**src/rtl/pencere_uretici_pkg.sv**
```systemverilog
// Shared constants and FSM encoding for the 3x3 window generator.
package pencere_uretici_pkg;

   localparam int unsigned PIXEL_BIT   = 8;
   localparam logic        HIGH        = 1'b1;
   localparam logic        LOW         = 1'b0;
   localparam int unsigned PENCERE_BOY = 9;

   typedef enum logic [1:0] {
      PuBos    = 2'd0,
      PuGonder = 2'd1,
      PuBekle  = 2'd2
   } pu_durum_e;

endpackage

```
**src/rtl/pencere_uretici_satir_tamponu.sv**
```systemverilog
// One image row of pixels: combinational read of the old value, write-back on the same edge.
module pencere_uretici_satir_tamponu #(
   parameter int unsigned Derinlik = 64,
   parameter int unsigned AdresBit = 6,
   parameter int unsigned VeriBit  = 8
) (
   input  logic                clk_i,
   input  logic                yaz_i,
   input  logic [AdresBit-1:0] adres_i,
   input  logic [VeriBit-1:0]  veri_i,
   output logic [VeriBit-1:0]  veri_o
);

   logic [VeriBit-1:0] bellek_q [Derinlik];

   assign veri_o = bellek_q[adres_i];

   always_ff @(posedge clk_i) begin
      if (yaz_i) begin
         bellek_q[adres_i] <= veri_i;
      end
   end

endmodule

```
**src/rtl/pencere_uretici.sv**
```systemverilog
// 3x3 window generator: buffers two rows and serializes each interior neighbourhood as nine
// consecutive beats, followed by one idle cycle for the downstream median unit.
module pencere_uretici
   import pencere_uretici_pkg::*;
#(
   parameter int unsigned GENISLIK  = 64,
   parameter int unsigned YUKSEKLIK = 64
) (
   input  logic                 clk_i,
   input  logic                 rstn_i,
   input  logic [PIXEL_BIT-1:0] piksel_i,
   input  logic                 piksel_gecerli_i,
   output logic                 piksel_hazir_o,
   output logic                 medyan_etkin_o,
   output logic [PIXEL_BIT-1:0] medyan_sayi_o,
   output logic                 cerceve_bitti_o
);

   localparam int unsigned SutunBit = $clog2(GENISLIK);
   localparam int unsigned SatirBit = $clog2(YUKSEKLIK);
   localparam logic [SutunBit-1:0] SonSutun = SutunBit'(GENISLIK - 1);
   localparam logic [SatirBit-1:0] SonSatir = SatirBit'(YUKSEKLIK - 1);
   localparam logic [3:0]          SonIndeks = 4'(PENCERE_BOY - 1);

   pu_durum_e             durum_q, durum_d;
   logic [3:0]            indeks_q, indeks_d;
   logic [SutunBit-1:0]   sutun_q, sutun_d;
   logic [SatirBit-1:0]   satir_q, satir_d;
   logic                  cerceve_bitti_q, cerceve_bitti_d;

   logic                  aktarim, pencere_gecerli, son_piksel;
   logic [PIXEL_BIT-1:0]  ust, orta;
   logic [PIXEL_BIT-1:0]  yeni_sutun [3];

   // The oldest window column is never observed, so only the two newest are stored.
   logic [PIXEL_BIT-1:0]  w_q   [3][2];
   logic [PIXEL_BIT-1:0]  golge_q [PENCERE_BOY];

   assign aktarim         = piksel_gecerli_i && piksel_hazir_o;
   assign pencere_gecerli = aktarim && (satir_q >= SatirBit'(2)) && (sutun_q >= SutunBit'(2));
   assign son_piksel      = (sutun_q == SonSutun) && (satir_q == SonSatir);

   pencere_uretici_satir_tamponu #(
      .Derinlik (GENISLIK),
      .AdresBit (SutunBit),
      .VeriBit  (PIXEL_BIT)
   ) u_lb0 (
      .clk_i   (clk_i),
      .yaz_i   (aktarim),
      .adres_i (sutun_q),
      .veri_i  (piksel_i),
      .veri_o  (orta)
   );

   pencere_uretici_satir_tamponu #(
      .Derinlik (GENISLIK),
      .AdresBit (SutunBit),
      .VeriBit  (PIXEL_BIT)
   ) u_lb1 (
      .clk_i   (clk_i),
      .yaz_i   (aktarim),
      .adres_i (sutun_q),
      .veri_i  (orta),
      .veri_o  (ust)
   );

   always_comb begin
      yeni_sutun[0] = ust;
      yeni_sutun[1] = orta;
      yeni_sutun[2] = piksel_i;
   end

   always_comb begin
      sutun_d = sutun_q;
      satir_d = satir_q;
      if (aktarim) begin
         if (sutun_q == SonSutun) begin
            sutun_d = '0;
            satir_d = (satir_q == SonSatir) ? '0 : satir_q + 1'b1;
         end else begin
            sutun_d = sutun_q + 1'b1;
         end
      end
   end

   assign cerceve_bitti_d = aktarim && son_piksel;

   always_comb begin
      durum_d  = durum_q;
      indeks_d = indeks_q;
      unique case (durum_q)
         PuBos: begin
            if (pencere_gecerli) begin
               durum_d  = PuGonder;
               indeks_d = '0;
            end
         end
         PuGonder: begin
            if (indeks_q == SonIndeks) begin
               durum_d = PuBekle;
            end else begin
               indeks_d = indeks_q + 1'b1;
            end
         end
         PuBekle: begin
            if (pencere_gecerli) begin
               durum_d  = PuGonder;
               indeks_d = '0;
            end else begin
               durum_d = PuBos;
            end
         end
         default: durum_d = PuBos;
      endcase
   end

   always_ff @(posedge clk_i or negedge rstn_i) begin
      if (!rstn_i) begin
         durum_q         <= PuBos;
         indeks_q        <= '0;
         sutun_q         <= '0;
         satir_q         <= '0;
         cerceve_bitti_q <= LOW;
      end else begin
         durum_q         <= durum_d;
         indeks_q        <= indeks_d;
         sutun_q         <= sutun_d;
         satir_q         <= satir_d;
         cerceve_bitti_q <= cerceve_bitti_d;
      end
   end

   always_ff @(posedge clk_i) begin
      if (aktarim) begin
         for (int r = 0; r < 3; r++) begin
            w_q[r][0] <= w_q[r][1];
            w_q[r][1] <= yeni_sutun[r];
         end
      end
      if (pencere_gecerli) begin
         for (int r = 0; r < 3; r++) begin
            golge_q[3*r]     <= w_q[r][0];
            golge_q[3*r + 1] <= w_q[r][1];
            golge_q[3*r + 2] <= yeni_sutun[r];
         end
      end
   end

   // Idle value must be zero: the median sorter samples its input every cycle.
   assign piksel_hazir_o  = (durum_q != PuGonder) ? HIGH : LOW;
   assign medyan_etkin_o  = (durum_q == PuGonder) ? HIGH : LOW;
   assign medyan_sayi_o   = medyan_etkin_o ? golge_q[indeks_q] : '0;
   assign cerceve_bitti_o = cerceve_bitti_q;

endmodule

```
**config.mk**
```make
export PLATFORM = sky130hd
export DESIGN_NAME = pencere_uretici
export DESIGN_NICKNAME = d
export VERILOG_FILES = /design/src/rtl/pencere_uretici_pkg.sv /design/src/rtl/pencere_uretici_satir_tamponu.sv /design/src/rtl/pencere_uretici.sv
export SDC_FILE = /design/constraint.sdc
export NUM_CORES = 1
export LEC_CHECK = 0
export CORE_ASPECT_RATIO = 2
export CORE_MARGIN = 1.5
export CORE_UTILIZATION = 35
export CTS_CLUSTER_DIAMETER = 100
export DETAILED_ROUTE_END_ITERATION = 8
export DONT_BUFFER_PORTS = 1
export PLACE_DENSITY_LB_ADDON = 0.12
export SLEW_MARGIN = 10
export SYNTH_ARGS = -nofsm -noshare
export SYNTH_HDL_FRONTEND = slang
export SYNTH_HIERARCHICAL = 1
export SYNTH_SLANG_ARGS = --single-unit
```
**constraint.sdc**
```tcl
create_clock -name clk_i -period 4.5 [get_ports clk_i]
set_clock_uncertainty 0.05 [all_clocks]
set_input_delay 0.9 -clock clk_i [delete_from_list [all_inputs] [get_ports clk_i]]
set_output_delay 0.9 -clock clk_i [all_outputs]
set_load 0.03 [all_outputs]
```
==> impl_metrics.py <==
metrics = {
    "clocking": {
        "tritoncts": "yes",
        "clock-sinks": 1163,
        "clkSlewWorstSetupHoldPaths_ps": 70,
        "cts-root-buf": "clkbuf_16",
        "worst_skew_pair.late_latency_ps": 720,
        "htree_levels": 3,
        "numCtsBuffers": 103,
        "clock_path_buffers": 3,
    },
    "sta": {
        "worstMarginPinSlew_ps": 1060,
        "setup_tns_ps": 0,
        "clock.fmax_mhz": 233,
        "timing_hold_violations_final": 0,
        "rsz0062_at_grt": "false",
        "finalMaxSlewViolations": 0,
        "final-setup-viol-count": 0,
        "timing.slew.headroom_pct": 28.7,
        "period_minus_slack_ps": 4300,
        "timing.final.crit_share_pct": 95.5,
    },
    "floorplan": {
        "dieHeight_um": 514,
        "core_region_area_um2": 130000,
        "die_ar_um2": 133000,
        "effective_utilization_at_floorplan_pct": 35.3,
        "die_w_um": 259,
        "io_pins": 22,
        "rows": 187,
    },
    "min_path": {
        "hold_path_class": "in -> reg",
    },
    "worst_setup_path": {
        "setup.worst_path.end_class": "flop",
        "path_class": "reg -> reg",
        "critPathLaunchType": "flop",
        "path_max_fanout": 72,
        "worst_ep_arrival_time_ps": 4550,
        "cp_data_required_time_ps": 4760,
    },
    "route": {
        "drt.antenna.violating_nets": 0,
        "wirelength_um": 143000,
        "drt_pass1_iterations": 5,
        "detail_route.wl_per_cell_um": 31.3,
        "drtIter0Drc": 1945,
        "detailroute.via_count": 25100,
        "drt-vias-per-instance": 5.49,
        "route.detailed.drc": 0,
    },
    "final_layout": {
        "final_common_cell": "edfxtp_1",
        "final_layout_size_suffix_gt1_share_pct": 19.4,
        "fillerInstances": 11700,
        "layout.core_utilization_pct": 40.7,
        "instances_no_fill": 4566,
        "finalInstanceArea_um2": 52700,
        "commonest_cells_after_routing_fill_and_taps_aside": "edfxtp_1, buf_4, nor2_1, mux2i_1, clkbuf_16",
        "syn2layout_area_growth_pct": 15.3,
        "design.final.nets": 2794,
    },
    "power_and_ir_drop": {
        "pwr-share-seq_pct": 40.9,
        "power.switching_fraction_pct": 35.2,
        "power.share.clock_pct": 25.1,
        "pnr_total_power_w": 0.0370,
        "net_load_switching_power_w": 0.0130,
        "power.share.combinational_pct": 33.9,
        "power_leakage_nw": 17.0,
        "ir_worst_vdd_mv": 0.849,
        "power_per_cell_area_nw_per_um2": 701,
        "internal-power_w": 0.0239,
    },
    "yosys": {
        "synth_top_flop_cell": "edfxtp_1",
        "yosysWarningCount": 6,
        "postSynth.asyncResetShare_pct": 1.63,
        "ys_seq_area_share_pct": 76.2,
        "netlist_instances": 2594,
        "post-synth-top-area-fraction_pct": 75.1,
        "synth-seq-cells": 1163,
        "syn_avg_cell_area_um2": 17.6,
        "number_of_flops_mapped_to_enable_cells_by_yosys": 1144,
        "synth_top_cell_by_area": "edfxtp_1",
        "net_count_after_synthesis": 2611,
        "yosys-top-cells-area": "edfxtp_1, mux4_2, mux2i_1",
        "post_synth_instance_area_um2": 45700,
        "post_synth_num_cell_types": 65,
    },
    "grt": {
        "grt_antenna_before_repair": 4,
        "grt_pass1_wl_um": 201000,
        "global_route.overflow_total": 0,
        "grt_max_degree": 73,
        "first_global_vias": 26800,
        "gr-usage-all-layers_pct": 21.6,
    },
    "placement": {
        "gp_routability_congestion": 0.924,
        "placed_cells": 4371,
        "placed_area_um2": 49200,
        "io_buffers": 0,
        "detailed_place_hpwl_um": 98800,
    },
    "status": {
        "run_status": "completed",
    },
    "job": {
        "cap_viol_max_count": 0,
    },
}
[final timing paths]
check | from | cells past startpoint | slack, ps | to
worst max-delay path | sutun_q[1] | 8 | 200 | golge_q[2][0]
worst min register to register | w_q[2][10] | 0 | 360 | golge_q[6][2]
worst max register to register | sutun_q[1] | 8 | 200 | golge_q[2][0]
worst min-delay path | piksel_i[2] | 0 | 240 | u_lb0/bellek_q[47][2]
max in group asynchronous | rstn_i | 2 | 3490 | sutun_q[0]
min in group asynchronous | rstn_i | 2 | 710 | sutun_q[1]
[what timing repair did]
action / CTS / global route
hold buffers: 2 / 0
hold endpoints to repair: 19 / 0
buffers inserted: 0 / 0
endpoints found under the setup margin: 0 / 2
gates resized for setup: 0 / 1
[per-layer routing]
layer	global-route usage, %	routed length, µm	vias up
met5	0	0	-
met4	16.1	12200	0
met3	2.95	5120	308
met2	41.7	80100	724
met1	20.3	45600	13200
li1	-	-	10900
[power groups by stage]
stage | logic (W) | clock network, W | registers (W)
after floorplan | 0.00684 | 0 | 0.0151
after global placement | 0.0125 | 0 | 0.0153
after detailed placement | 0.0127 | 0 | 0.0154
after CTS | 0.0127 | 0.00953 | 0.0151
after global routing | 0.0132 | 0.00989 | 0.0152
final | 0.0125 | 0.00929 | 0.0151
[cells in the mapped netlist (21+ instances only)]
cell type	n
edfxtp_1	1144
nor2_1	176
mux2i_1	127
mux4_2	98
nand2_1	95
a22oi_1	81
clkbuf_1	73
buf_2	65
a21oi_1	58
o22ai_1	52
nand2b_1	50
a221oi_1	42
a31oi_1	30
nand3b_1	25
nor2b_1	24
a22o_1	23
a221o_1	22
nand3_1	22
o22a_1	22
and3_1	21
[final cells by class]
type                            instances  area (µm²)  area share, %
Antenna cell                            1        2.50        0.00475
Clock buffer                          122        2720           5.16
Clock inverter                         70         797           1.51
Inverter                               13        48.8         0.0925
Multi-Input combinational cell       1247       10100           19.1
Sequential cell                      1163       34800           66.1
Tap cell                             1701        2130           4.04
Timing Repair Buffer                  249        2130           4.05
[sequential cells by signal (all words and copies together), names as in the netlist]
name             count
durum_q              2
cerceve_bitti_o      1
w_q                 48
u_lb0/bellek_q     512
u_lb1/bellek_q     512
satir_q              6
indeks_q             4
sutun_q              6
golge_q             72
[logic make-up after synthesis]
logic type,count (synthesis),synth area share [%]
flops,1163,76.2
mux,249,8.20
compound gates,465,7.55
xor+xnor,9,0.172
simple gates,518,5.82
fa+ha+maj,6,0.164
buf+inv,184,1.94
[metrics by stage]
step | worst slack (ps) | hold WS [ps]
4_1_cts | 133 | 189
3_3_place_gp | 234 | 351
5_1_grt | 137 | 195
2_1_floorplan | 830 | 350
6_report | 204 | 237
3_5_place_dp | 150 | 356
[worst max-delay path, cell delays in order (launching register included)]
cell      delay, ps
dfrtp_4         750
buf_12          430
buf_4           410
nor2_1          210
buf_4           220
a221oi_1        290
o32ai_1         140
nor4_1          860
nand4_1         440
(Power assumes the default switching activity.)
